## src/rtl/ex_stage.sv

```systemverilog
// ex_stage: execute stage that muxes ALU operands, resolves branches from ALU flags
// and captures results into a two-entry skid buffer with a registered in_ready.
module ex_stage #(
  parameter int DATA_W = 32,
  parameter int REG_W = 5,
  parameter int ALU_OP_W = 4,
  parameter logic [ALU_OP_W-1:0] ALU_XOR = ALU_OP_W'(4),
  parameter logic [ALU_OP_W-1:0] ALU_SLT = ALU_OP_W'(8),
  parameter logic [ALU_OP_W-1:0] ALU_SLTU = ALU_OP_W'(9)
) (
  input  logic                clk,
  input  logic                rst_n,
  input  logic                flush,
  input  logic                in_valid,
  output logic                in_ready,
  input  logic [DATA_W-1:0]   in_pc,
  input  logic [DATA_W-1:0]   in_rs1,
  input  logic [DATA_W-1:0]   in_rs2,
  input  logic [DATA_W-1:0]   in_imm,
  input  logic                in_a_sel,
  input  logic                in_b_sel,
  input  logic [ALU_OP_W-1:0] in_alu_op,
  input  logic [2:0]          in_br,
  input  logic [REG_W-1:0]    in_rd,
  output logic [DATA_W-1:0]   alu_a,
  output logic [DATA_W-1:0]   alu_b,
  output logic [ALU_OP_W-1:0] alu_op,
  input  logic [DATA_W-1:0]   alu_eval,
  input  logic                alu_zero,
  output logic                out_valid,
  input  logic                out_ready,
  output logic [DATA_W-1:0]   out_result,
  output logic [REG_W-1:0]    out_rd,
  output logic                out_br_taken,
  output logic [DATA_W-1:0]   out_br_target
);
  typedef struct packed {
    logic [DATA_W-1:0] result;
    logic [REG_W-1:0]  rd;
    logic              taken;
    logic [DATA_W-1:0] target;
  } ent_t;
  typedef enum logic [1:0] {EMPTY, ONE, TWO} state_t;
  state_t r_state;
  ent_t r_head, r_tail;
  logic r_in_ready;
  logic w_is_br, w_taken, w_accept, w_drain;
  logic [DATA_W-1:0] w_target;
  ent_t w_new;
  assign w_is_br = (in_br != 3'd0) && (in_br != 3'd7);
  assign alu_a = (w_is_br || !in_a_sel) ? in_rs1 : in_pc;
  assign alu_b = (w_is_br || !in_b_sel) ? in_rs2 : in_imm;
  assign alu_op = (in_br == 3'd1 || in_br == 3'd2) ? ALU_XOR :
                  (in_br == 3'd3 || in_br == 3'd4) ? ALU_SLT :
                  (in_br == 3'd5 || in_br == 3'd6) ? ALU_SLTU : in_alu_op;
  always_comb begin
    w_taken = (in_br == 3'd1) ? alu_zero :
              (in_br == 3'd2) ? !alu_zero :
              (in_br == 3'd3 || in_br == 3'd5) ? alu_eval[0] :
              (in_br == 3'd4 || in_br == 3'd6) ? !alu_eval[0] : 1'b0;
  end
  assign w_target = in_pc + in_imm;
  assign w_new = {alu_eval, in_rd, w_taken, w_target};
  assign w_accept = in_valid && r_in_ready;
  assign w_drain = out_valid && out_ready;
  // in_ready is low only while both entries are occupied
  always_ff @(posedge clk or negedge rst_n) begin
    if (!rst_n) begin
      r_state <= EMPTY;
      r_in_ready <= 1'b1;
      r_head <= '0;
      r_tail <= '0;
    end else if (flush) begin
      r_state <= EMPTY;
      r_in_ready <= 1'b1;
    end else begin
      case (r_state)
        EMPTY: if (w_accept) begin
          r_state <= ONE;
          r_head <= w_new;
        end
        ONE: if (w_accept && w_drain) r_head <= w_new;
        else if (w_accept) begin
          r_state <= TWO;
          r_tail <= w_new;
          r_in_ready <= 1'b0;
        end else if (w_drain) r_state <= EMPTY;
        TWO: if (w_drain) begin
          r_state <= ONE;
          r_head <= r_tail;
          r_in_ready <= 1'b1;
        end
        default: r_state <= EMPTY;
      endcase
    end
  end
  assign in_ready = r_in_ready;
  assign out_valid = r_state != EMPTY;
  assign out_result = r_head.result;
  assign out_rd = r_head.rd;
  assign out_br_taken = r_head.taken;
  assign out_br_target = r_head.target;
endmodule

```

## config.mk

```make
export PLATFORM = sky130hd
export DESIGN_NAME = ex_stage
export DESIGN_NICKNAME = d
export VERILOG_FILES = /design/src/rtl/ex_stage.sv
export SDC_FILE = /design/constraint.sdc
export NUM_CORES = 1
export LEC_CHECK = 0
export BUFFER_PORTS_ARGS = -buffer_cell sky130_fd_sc_hd__buf_2
export CORE_ASPECT_RATIO = 2
export CORE_MARGIN = 3
export CORE_UTILIZATION = 25
export CTS_CLUSTER_SIZE = 28
export DETAILED_ROUTE_END_ITERATION = 6
export PLACE_DENSITY = 0.44
export REMOVE_ABC_BUFFERS = 1
export SYNTH_ARGS = -nofsm -noshare
export SYNTH_HDL_FRONTEND = slang
export SYNTH_SLANG_ARGS = --single-unit
```

## constraint.sdc

```tcl
create_clock -name clk -period 2 [get_ports clk]
set_clock_uncertainty 0.1 [all_clocks]
set_input_delay 0.1 -clock clk [delete_from_list [all_inputs] [get_ports clk]]
set_output_delay 0.1 -clock clk [all_outputs]
set_load 0.005 [all_outputs]
```

* Word-level counts from Yosys, hierarchy flattened *
Index checks and enable logic that the tools add are counted.

word-level totals
  flip-flop bits (word level) = 143
  word-level logic and storage cells = 79
  output and inout bits = 140

cells by class
  muxes and demuxes = 25
  add/subtract/negate cells = 1
  bitwise gates (word level) = 2
  equal/unequal tests = 17
  reduce and logical (&&, ||, !) cells = 24

operators with widths
  operator                                                         number
  70-bit two-way mux                                               3
  70-bit case mux with 3 select lines                              1
  32-bit two-way mux                                               2
  32-bit adder                                                     1
  3-bit inequality test, second input constant                     5
  2-bit two-way mux                                                6
  4-bit two-way mux                                                3
  4-bit AND reduction                                              3
  3-bit == test, second input constant                             3
  3-bit nonzero test                                               3
  1-bit two-way mux                                                8
  1-bit logical OR                                                 7
  3-bit by 2-bit == test with 1-bit output, second input constant  2
  2-bit inequality test, second input constant                     3
  2-bit case mux with 3 select lines                               1
  5-bit AND reduction                                              1
  1-bit logical AND                                                4
  1-bit zero test                                                  4
  4-bit inequality test, second input constant                     1
  3-bit by 1-bit == test with 1-bit output, second input constant  1
  2-bit by 1-bit == test with 1-bit output, second input constant  1
  2-bit == test, second input constant                             1
  2-bit zero test                                                  1
  1-bit inverter                                                   2
  other kinds (2)                                                  2

* Logic depth before layout (Yosys ltp) *
Gate-level depths: netlist (run 1).

  word-level depth = 8
  mapped depth = 11

* Worst setup path after synthesis (run 1) *
OpenSTA, ideal clock, no wires.

  path type = input to register
  start = input port in_pc[0]
  end = register r_tail[26] in the netlist's numbering
  path buffers = 0
  stages = 10
  required time = 1.775 ns
  slack = -0.711 ns
  arrival = 2.486 ns
  path through = ha_1 -> fa_1 -> a211oi_1 -> o21ai_0 -> and4b_1 -> o31a_2 -> a221oi_2 -> o41ai_1 -> xor2_1 -> mux2_2

on the way
  word-level cells in the longest chain between the ends = 1

ends and longest elaborated chain
  what                  line  text
  from (decl)           16    input logic [DATA_W-1:0] in_pc,
  32-bit adder          62    assign w_target = in_pc + in_imm;
  to (signal assigned)  85    r_tail <= w_new;
  to (decl)             45    ent_t r_head, r_tail;

Every way passes these cells.
A chain may end at the register's enable or synchronous reset.

* Final worst setup path (run 1) *
  start = input port in_pc[0]
  end = register r_tail[30] in the netlist's numbering

The elaborated chain is that of the path after synthesis.

==> impl_metrics.env, run 1 <==
export IMPL_yosys_area_top_type="dfrtp_1"
export IMPL_start_util_pct=25.5
export IMPL_r2r_end="r_tail[24]"
export IMPL_cts_sinks=143
export IMPL_cts_buffers=17
export IMPL_clkLatencyLatePin_ns=0.43
export IMPL_die_w_um=136
export IMPL_die_area_um2=36200
export IMPL_yosysTopAreaCellShare_pct=42.0
export IMPL_core_um2=33200
export IMPL_hold_viol=0
export IMPL_power_frac_comb_pct=32.6
export IMPL_syn2layout_area_growth_pct=63.3
export IMPL_cp_max_fo=3
export IMPL_grt_ovfl_total=0
export IMPL_dp_slack_ns=-1.14
export IMPL_cts_tree="done"
export IMPL_gp_congestion=0.763
export IMPL_min_path_type="primary input to flip-flop"
export IMPL_antenna_left=0
export IMPL_p_total_w=0.0113
export IMPL_arrival_ns=2.59
export IMPL_worst_setup_path_start_kind="primary input"
export IMPL_status="finished with violations"
export IMPL_ys_seq_area_share_pct=42.4
export IMPL_yosys_top_cells_area="dfrtp_1 42%, mux2_2 16%, nand2_1 7.3%"
export IMPL_grt_max_degree=76
export IMPL_min_delay_start="in_pc[31]"
export IMPL_dp_hpwl_um=22100
export IMPL_dpl_instance_area_um2=11500
export IMPL_first_pass_iters=4
export IMPL_io_pins=320
export IMPL_drive_gt1_share_pct=53.1
export IMPL_synth_ff_type="dfrtp_1"
export IMPL_relSlewSlack_pct=68.4
export IMPL_setup_tns_ns=-6.87
export IMPL_synth_edf_count=0
export IMPL_fin_crit_ns=2.38
export IMPL_rsz0062_at_grt="yes"
export IMPL_required_ns=2.21
export IMPL_rows=94
export IMPL_async_flop_share_pct=100
export IMPL_max_freq_mhz=420
export IMPL_violations="setup timing"
export IMPL_whs_path_depth=4
export IMPL_worst_slew_pin_slew_ns=0.472
export IMPL_drv_cap=0
export IMPL_worstRegToRegCells=5
export IMPL_mostFrequentLayoutCell="buf_2"
export IMPL_wl_per_cell_um=17.7
export IMPL_vias=8519
export IMPL_total_leakage_power_nw=6.60
export IMPL_ir_drop_uv=396
export IMPL_vias_per_cell=4.66
export IMPL_syn_area_per_cell_um2=9.38
export IMPL_postSynthCellCount=901
export IMPL_wl_um=32400
export IMPL_p_sw_share_pct=30.7
export IMPL_nets=1596
export IMPL_cts_buffer_depth=2
export IMPL_setup_viol=89
export IMPL_path_class="primary input to flip-flop"
export IMPL_drcViolationCount=0
export IMPL_grt_use_total_pct=15.8
export IMPL_rr_startpoint="in_ready"
export IMPL_netlist_cell_type_count=54
export IMPL_final_cell_mix="315 x buf_2, 152 x nand2_1, 141 x dfrtp_1, 121 x mux2_2, 100 x buf_4"
export IMPL_slowest_stage="fa_2"
export IMPL_die_h_um=266
export IMPL_r2r_setup_slack_ns=-0.08
export IMPL_antennaDiodeCount=0
export IMPL_syn_cell_area_um2=8450
export IMPL_power_density_nw_per_um2=819
export IMPL_crit_chain="buf_8, ha_4, fa_2, a211oi_4, o21ai_2, and4b_1, o31a_2, a221oi_2, buf_4, o41ai_4, xnor2_1, mux2_4"
export IMPL_numPortBuffers=319
export IMPL_ys_seq_elements=143
export IMPL_grt_pass1_wl_um=45100
export IMPL_p_int_w=0.00783
export IMPL_slew_violations=0
export IMPL_drtIter0Drc=262
export IMPL_first_global_vias=8648
export IMPL_power_frac_clock_pct=29.3
export IMPL_finalInstanceArea_um2=13800
export IMPL_yosys_warnings=0
export IMPL_cts_max_level=4
export IMPL_cpPeakStageDelay_ns=0.36
export IMPL_end_kind="flip-flop"
export IMPL_antenna_found_initial=1
export IMPL_p_sw_w=0.00347
export IMPL_period_share_pct=119
export IMPL_min_to="out_br_target[31]"
export IMPL_pwr_share_seq_pct=38.1
export IMPL_setup_ws_ns=-0.384
export IMPL_cts_root_buf="clkbuf_16"
export IMPL_path_clk_slew_ns=0.06
## layer usage
layer  GRT usage [%]  routed length [um]  share of wire (%)  vias up
li1                -                   -                  -     4169
met3            1.97                 997                3.1       33
met2            32.2               19600                 60      203
met1            16.0               11100                 34     4114
met5               0                   0                  0        -
met4            4.99                 699                2.2        0
## worst max-delay path: cells and delay by family
| family | cells | cell delay, ns |
|---|---|---|
| adders and majority gates | 2 | 0.51 |
| buffers and inverters | 2 | 0.28 |
| AOI/OAI and AO/OA | 5 | 1.01 |
| xor gates and xnor gates | 1 | 0.16 |
| muxes | 1 | 0.27 |
| and+or+nand+nor | 1 | 0.24 |
## state kept, by name, summed over array words and instances, names as in the netlist
signal         flops
in_ready           1
out_br_taken       1
out_br_target     32
out_rd             5
out_result        32
r_state            2
r_tail            70
## kinds of logic (layout without fill, tap and decap cells)
group,Yosys count,after routing,synth area share [%]
AND/OR/NAND/NOR,314,315,15.7
AO/OA/AOI/OAI,195,195,14.6
flip-flops,143,143,42.4
multiplexers,127,127,16.9
buffers and inverters,63,558,2.87
adder cells (fa/ha/maj),32,32,4.83
XOR/XNOR,27,27,2.80
## timing repair
action,in CTS,in global routing
hold endpoints to repair,223,0
buffers inserted,3,10
resized for setup,47,131
setup endpoints to repair,103,128
hold buffers,44,0
pin swaps,22,30
gates cloned,0,24
## worst max path at each step
stage,from,endpoint,cells after the start
after floorplan,in_ready,out_br_target[13],9
after global placement,in_pc[0],r_tail[26],12
after detailed placement,in_pc[0],r_tail[26],12
after CTS,in_pc[0],r_tail[26],12
after global routing,in_pc[0],out_br_target[30],13
final,in_pc[0],r_tail[30],12
## stage by stage
stage                     util [%]  hold slack (ns)  cells
final                         41.6           0.0379   1829
after global routing          41.6           0.0306   1829
after CTS                     38.4          0.00505   1796
after detailed placement      34.6           -0.177   1718
after global placement        34.6           -0.178   1718
after floorplan                  -           -0.296    844
## cells in the mapped netlist (3+ instances only)
cell type	count
nor2b_1	3
nand2_1	164
dfrtp_1	142
and2_1	5
a21oi_1	46
a211oi_1	3
nand4_1	5
buf_1	7
clkbuf_1	47
a21o_1	21
inv_1	6
xor2_1	12
nand3_1	19
o211ai_1	3
mux2_2	123
o21a_1	5
nor3_1	5
or2_2	6
o31ai_1	5
nor2_1	86
nand2b_1	3
mux2i_1	4
and3_1	11
o21ai_0	37
xnor2_1	15
ha_1	31
a31oi_1	57
## final cells by class
cell class,count,area [um^2]
clock buffer,20,447
fill,3375,19400
timing repair buffer,520,3870
inverter,6,22.5
sequential,143,3580
clock inverter,12,163
tap,432,541
multi-input combinational,696,5180
## power groups by stage
stage | registers, W | logic, W | clock network [W]
after floorplan | 0.00424 | 0.00160 | 0
after global placement | 0.00426 | 0.00312 | 0
after detailed placement | 0.00429 | 0.00316 | 0
after CTS | 0.00424 | 0.00334 | 0.00340
after global routing | 0.00442 | 0.00408 | 0.00352
final | 0.00431 | 0.00368 | 0.00331
No activity file was read; power rests on OpenSTA's default activity.
==> run 2: changes to the inputs <==
==> constraint.sdc (replaced) <==
create_clock -name clk -period 2 [get_ports clk]
set_clock_uncertainty 0.1 [all_clocks]
set_input_delay 0.1 -clock clk [delete_from_list [all_inputs] [get_ports clk]]
set_output_delay 0.1 -clock clk [all_outputs]
set_load 0.1 [all_outputs]
==> run 2 against run 1 <==
  * The flow still finishes with violations (setup timing)
  * Core utilization up 3.2 points
  * Wire length up 0.47%
  * Setup slack better by 0.029 ns
  * Total power up 34%
  * Worst hold slack better by 0.0050 ns
  * Critical path depth unchanged
  * Combinational power up 110%
==> impl_metrics.env, run 2 (synthesis gave the netlist of run 1 again) <==
export IMPL_status="finished with violations"
export IMPL_violations="setup timing"
export IMPL_ir_drop_uv=564
export IMPL_dp_slack_ns=-1.13
export IMPL_final_cell_mix="250 x buf_2, 155 x nand2_1, 142 x dfrtp_1, 121 x mux2_2, 116 x buf_4"
export IMPL_cts_buffers=17
export IMPL_drive_gt1_share_pct=54.1
export IMPL_hold_viol=0
export IMPL_end_kind="flip-flop"
export IMPL_grt_ovfl_total=0
export IMPL_slew_violations=0
export IMPL_antenna_found_initial=2
export IMPL_antenna_left=0
export IMPL_placed_cells=1721
export IMPL_period_share_pct=118
export IMPL_first_pass_iters=4
export IMPL_final_cells=1839
export IMPL_drcViolationCount=0
export IMPL_die_w_um=136
export IMPL_grt_use_total_pct=17.1
export IMPL_path_class="primary input to flip-flop"
export IMPL_max_freq_mhz=425
export IMPL_die_area_um2=36200
export IMPL_first_global_vias=8912
export IMPL_die_h_um=266
export IMPL_vias=8618
export IMPL_gp_congestion=0.761
export IMPL_arrival_ns=2.56
export IMPL_worst_slew_pin_slew_ns=0.968
export IMPL_min_path_type="primary input to flip-flop"
export IMPL_grt_pass1_wl_um=48100
export IMPL_wl_per_cell_um=17.7
export IMPL_nets=1605
export IMPL_setup_viol=111
export IMPL_drtIter0Drc=307
export IMPL_power_density_nw_per_um2=1020
export IMPL_wl_um=32500
export IMPL_start_util_pct=25.5
export IMPL_setup_tns_ns=-11.86
export IMPL_cts_buffer_depth=2
export IMPL_numPortBuffers=319
export IMPL_fin_crit_ns=2.35
export IMPL_cts_max_level=4
export IMPL_io_pins=320
export IMPL_syn2layout_area_growth_pct=76.0
export IMPL_hold_ws_ns=0.0428
export IMPL_worst_setup_path_start_kind="primary input"
export IMPL_cts_root_buf="clkbuf_16"
export IMPL_path_clk_slew_ns=0.06
export IMPL_required_ns=2.21
export IMPL_relSlewSlack_pct=35.2
export IMPL_cts_tree="done"
export IMPL_rsz0062_at_grt="yes"
export IMPL_largest_register="r_tail"
export IMPL_drv_cap=0
export IMPL_mostFrequentLayoutCell="buf_2"
export IMPL_largest_reg_flops=70
export IMPL_core_um2=33200
export IMPL_dp_hpwl_um=23200
export IMPL_rows=94
export IMPL_setup_ws_ns=-0.355
export IMPL_fin_util_pct=44.8
export IMPL_grt_max_degree=71
export IMPL_total_leakage_power_nw=6.99
export IMPL_clkLatencyLatePin_ns=0.43
export IMPL_cp_max_fo=3
export IMPL_cts_sinks=143
export IMPL_vias_per_cell=4.69
-- run 2: changes by cell type in the layout (fill, tap and decap cells not counted), sizes merged --
cell / delta
clkinvlp: +1
buf: +18
or4: -1
dlygate4sd3: -2
inv: +4
clkbuf: -8
clkinv: -1
bufinv: -2
diode: +1
-- run 2: final timing paths --
| path | from | endpoint | cells past startpoint | slack, ns |
|---|---|---|---|---|
| setup / recovery | in_pc[0] | r_tail[26] | 12 | -0.35 |
| min in group asynchronous | rst_n | in_ready | 2 | 0.12 |
| max in group asynchronous | rst_n | r_state[0] | 3 | 0.31 |
| hold / removal | in_imm[31] | out_br_target[31] | 4 | 0.04 |
| setup reg to reg | in_ready | r_tail[30] | 6 | -0.15 |
| hold reg to reg | r_tail[23] | r_tail[23] | 2 | 0.38 |
-- run 2: cell type report --
type	count	area, um^2
antenna	1	2.50
clock buffer	18	439
clock inverter	14	133
fill	3201	18300
inverter	6	22.5
multi-input combinational	695	5230
sequential	143	3580
tap	432	541
timing repair buffer	530	4930
-- run 2: critical path, cell delays in order --
cell	delay, ns
buf_6	0.10
ha_4	0.15
fa_2	0.34
a211oi_2	0.25
o21ai_2	0.10
and4b_2	0.27
o31a_4	0.30
a221oi_2	0.24
buf_4	0.18
o41ai_2	0.08
xor2_1	0.16
mux2_2	0.28
-- run 2: metal layers --
metal  wire length, um  GRT usage [%]  up-vias
met3              1110           2.46       55
met5                 0              0        -
met2             19100           34.0      225
met1             11200           17.0     4148
met4              1170           7.39        0
li1                  -              -     4190
-- run 2: power breakdown --
part	total, W	internal (W)	switching (W)
logic	0.00764	0.00240	0.00523
clock network	0.00310	0.00176	0.00134
registers	0.00436	0.00379	0.000570
total	0.0151	0.00795	0.00715
-- run 2: metrics by stage --
stage	power (W)	instance area, um^2
2_1_floorplan	0.00928	8230
3_3_place_gp	0.0113	12500
3_5_place_dp	0.0113	12500
4_1_cts	0.0148	14100
5_1_grt	0.0158	14900
6_report	0.0151	14900
-- run 2: repair_timing --
| item | in CTS | in global routing |
|---|---|---|
| hold buffers | 42 | 0 |
| pin swaps | 24 | 22 |
| endpoints found under the hold margin | 223 | 0 |
| buffers inserted | 16 | 9 |
| gates cloned | 9 | 12 |
| resized for setup | 77 | 132 |
| setup endpoints to repair | 115 | 137 |
==> run 3: changes to the inputs <==
--- a/config.mk
+++ b/config.mk
@@ -11,8 +11,8 @@
 export CORE_UTILIZATION = 25
 export CTS_CLUSTER_SIZE = 28
 export DETAILED_ROUTE_END_ITERATION = 6
-export PLACE_DENSITY = 0.44
 export REMOVE_ABC_BUFFERS = 1
+export SKIP_LAST_GASP = 1
 export SYNTH_ARGS = -nofsm -noshare
 export SYNTH_HDL_FRONTEND = slang
 export SYNTH_SLANG_ARGS = --single-unit
==> run 3 against run 2 <==
  * The flow finishes with violations (DRC, setup timing)
  * Clock power increased by 12%
  * Critical path depth unchanged
  * Final cell count decreased by 1.0%
  * Critical path type unchanged
  * Largest cell class unchanged
==> impl_metrics.env, run 3 (synthesis gave the netlist of run 1 again) <==
export IMPL_status="finished with violations"
export IMPL_violations="DRC, setup timing"
export IMPL_antenna_found_initial=0
export IMPL_core_um2=33200
export IMPL_vias_per_cell=4.75
export IMPL_drv_cap=0
export IMPL_path_clk_slew_ns=0.06
export IMPL_crit_chain="buf_8, ha_4, fa_2, a211oi_4, o21ai_2, and4b_2, o31a_4, a221oi_2, buf_4, o41ai_4, xnor2_2, mux2_4"
export IMPL_placed_cells=1717
export IMPL_first_pass_iters=7
export IMPL_wl_per_cell_um=17.3
export IMPL_period_share_pct=121
export IMPL_largest_register="r_tail"
export IMPL_slew_violations=0
export IMPL_cts_sinks=143
export IMPL_r2r_end="out_result[27]"
export IMPL_grt_pass1_wl_um=45100
export IMPL_fin_crit_ns=2.42
export IMPL_fillers=3127
export IMPL_slowest_stage="fa_2"
export IMPL_die_area_um2=36200
export IMPL_wl_um=31500
export IMPL_antennaDiodeCount=0
export IMPL_min_path_type="primary input to async pin"
export IMPL_relSlewSlack_pct=62.9
export IMPL_rows=94
export IMPL_total_leakage_power_nw=6.85
export IMPL_nets=1587
export IMPL_clkLatencyLatePin_ns=0.43
export IMPL_io_pins=320
export IMPL_grt_ovfl_total=0
export IMPL_cts_buffer_depth=2
export IMPL_gp_congestion=0.864
export IMPL_pwr_share_seq_pct=28.2
export IMPL_first_global_vias=8969
export IMPL_grt_use_total_pct=15.8
export IMPL_dp_hpwl_um=22700
export IMPL_r2r_setup_slack_ns=-0.04
export IMPL_max_freq_mhz=413
export IMPL_numPortBuffers=319
export IMPL_cts_buffers=17
export IMPL_syn2layout_area_growth_pct=72.0
export IMPL_hold_viol=0
export IMPL_cts_root_buf="clkbuf_16"
export IMPL_mostFrequentLayoutCell="buf_2"
export IMPL_p_int_w=0.00834
export IMPL_final_cells=1820
export IMPL_rsz0062_at_grt="yes"
export IMPL_die_h_um=266
export IMPL_arrival_ns=2.64
export IMPL_final_cell_mix="250 x buf_2, 161 x nand2_1, 142 x dfrtp_1, 121 x mux2_2, 114 x buf_4"
export IMPL_start_util_pct=25.5
export IMPL_die_w_um=136
export IMPL_worst_setup_path_start_kind="primary input"
export IMPL_power_frac_comb_pct=49.2
export IMPL_grt_max_degree=55
export IMPL_cts_tree="done"
export IMPL_largest_reg_flops=70
export IMPL_rr_startpoint="in_ready"
export IMPL_drcViolationCount=1
export IMPL_worstRegToRegCells=12
export IMPL_drive_gt1_share_pct=52.8
export IMPL_vias=8639
export IMPL_setup_viol=33
export IMPL_worst_slew_pin_slew_ns=0.560
export IMPL_power_density_nw_per_um2=1060
export IMPL_setup_ws_ns=-0.423
export IMPL_p_sw_w=0.00702
export IMPL_antenna_left=0
export IMPL_drtIter0Drc=339
export IMPL_power_frac_clock_pct=22.6
export IMPL_cp_max_fo=3
export IMPL_required_ns=2.21
export IMPL_ir_drop_uv=602
export IMPL_fin_util_pct=43.8
export IMPL_end_kind="flip-flop"
export IMPL_cpPeakStageDelay_ns=0.38
export IMPL_path_class="primary input to flip-flop"
export IMPL_cts_max_level=4
export IMPL_p_sw_share_pct=45.7
## run 3: area by class of cell
| class | count | area, um^2 | area share [%] |
|---|---|---|---|
| Timing Repair Buffer | 512 | 4590 | 31.6 |
| Clock inverter | 8 | 153 | 1.05 |
| Clock buffer | 24 | 492 | 3.38 |
| Inverter | 6 | 22.5 | 0.155 |
| Multi-Input combinational cell | 695 | 5160 | 35.5 |
| Sequential cell | 143 | 3580 | 24.6 |
| Tap cell | 432 | 541 | 3.72 |
## run 3: repair_timing
item	in CTS	in global routing
gates cloned	0	14
hold buffers	42	0
endpoints found under the setup margin	39	101
hold endpoints to repair	222	0
gates resized for setup	40	112
pin swaps	22	28
buffers inserted	7	9
## run 3: power by group through the flow
| stage | sequential, W | clock, W | combinational, W |
|---|---|---|---|
| floorplan | 0.00689 | 0 | 0.00239 |
| global placement | 0.00424 | 0 | 0.00697 |
| detailed placement | 0.00430 | 0 | 0.00704 |
| CTS | 0.00425 | 0.00355 | 0.00721 |
| global route | 0.00443 | 0.00367 | 0.00793 |
| finish | 0.00433 | 0.00347 | 0.00756 |
## run 3: critical path: cells and delay by family
family | cells | cell delay, ns
compound gates | 5 | 0.98
xor+xnor | 1 | 0.16
fa+ha+maj | 2 | 0.54
buf+inv | 2 | 0.29
mux | 1 | 0.28
simple gates | 1 | 0.28
## run 3: worst max path at each step
stage	cells after the start	from	endpoint
2_1_floorplan	9	in_ready	out_br_target[15]
5_1_grt	12	in_pc[0]	r_tail[30]
3_3_place_gp	12	in_pc[0]	r_tail[26]
3_5_place_dp	12	in_pc[0]	r_tail[30]
4_1_cts	12	in_pc[0]	r_tail[30]
6_report	12	in_pc[0]	r_tail[30]
## run 3: layer usage
metal | global-route usage, % | wire length (um) | vias up
met5 | 0 | 0 | -
met4 | 9.05 | 1420 | 0
met3 | 2.83 | 1160 | 69
met2 | 30.4 | 18200 | 251
met1 | 15.4 | 10800 | 4170
li1 | - | - | 4149
## run 3: through the flow
step	total power, W	hold slack (ns)	instance area (um^2)	setup TNS (ns)	setup WS [ns]
floorplan	0.00928	-0.296	8230	-344.03	-3.93
global placement	0.0112	-0.0520	12500	-33.22	-1.18
detailed placement	0.0113	-0.0510	12500	-34.34	-1.20
CTS	0.0150	0.00845	13800	-2.95	-0.407
global route	0.0160	0.0727	14500	-10.22	-0.516
finish	0.0154	0.0479	14500	-4.16	-0.423
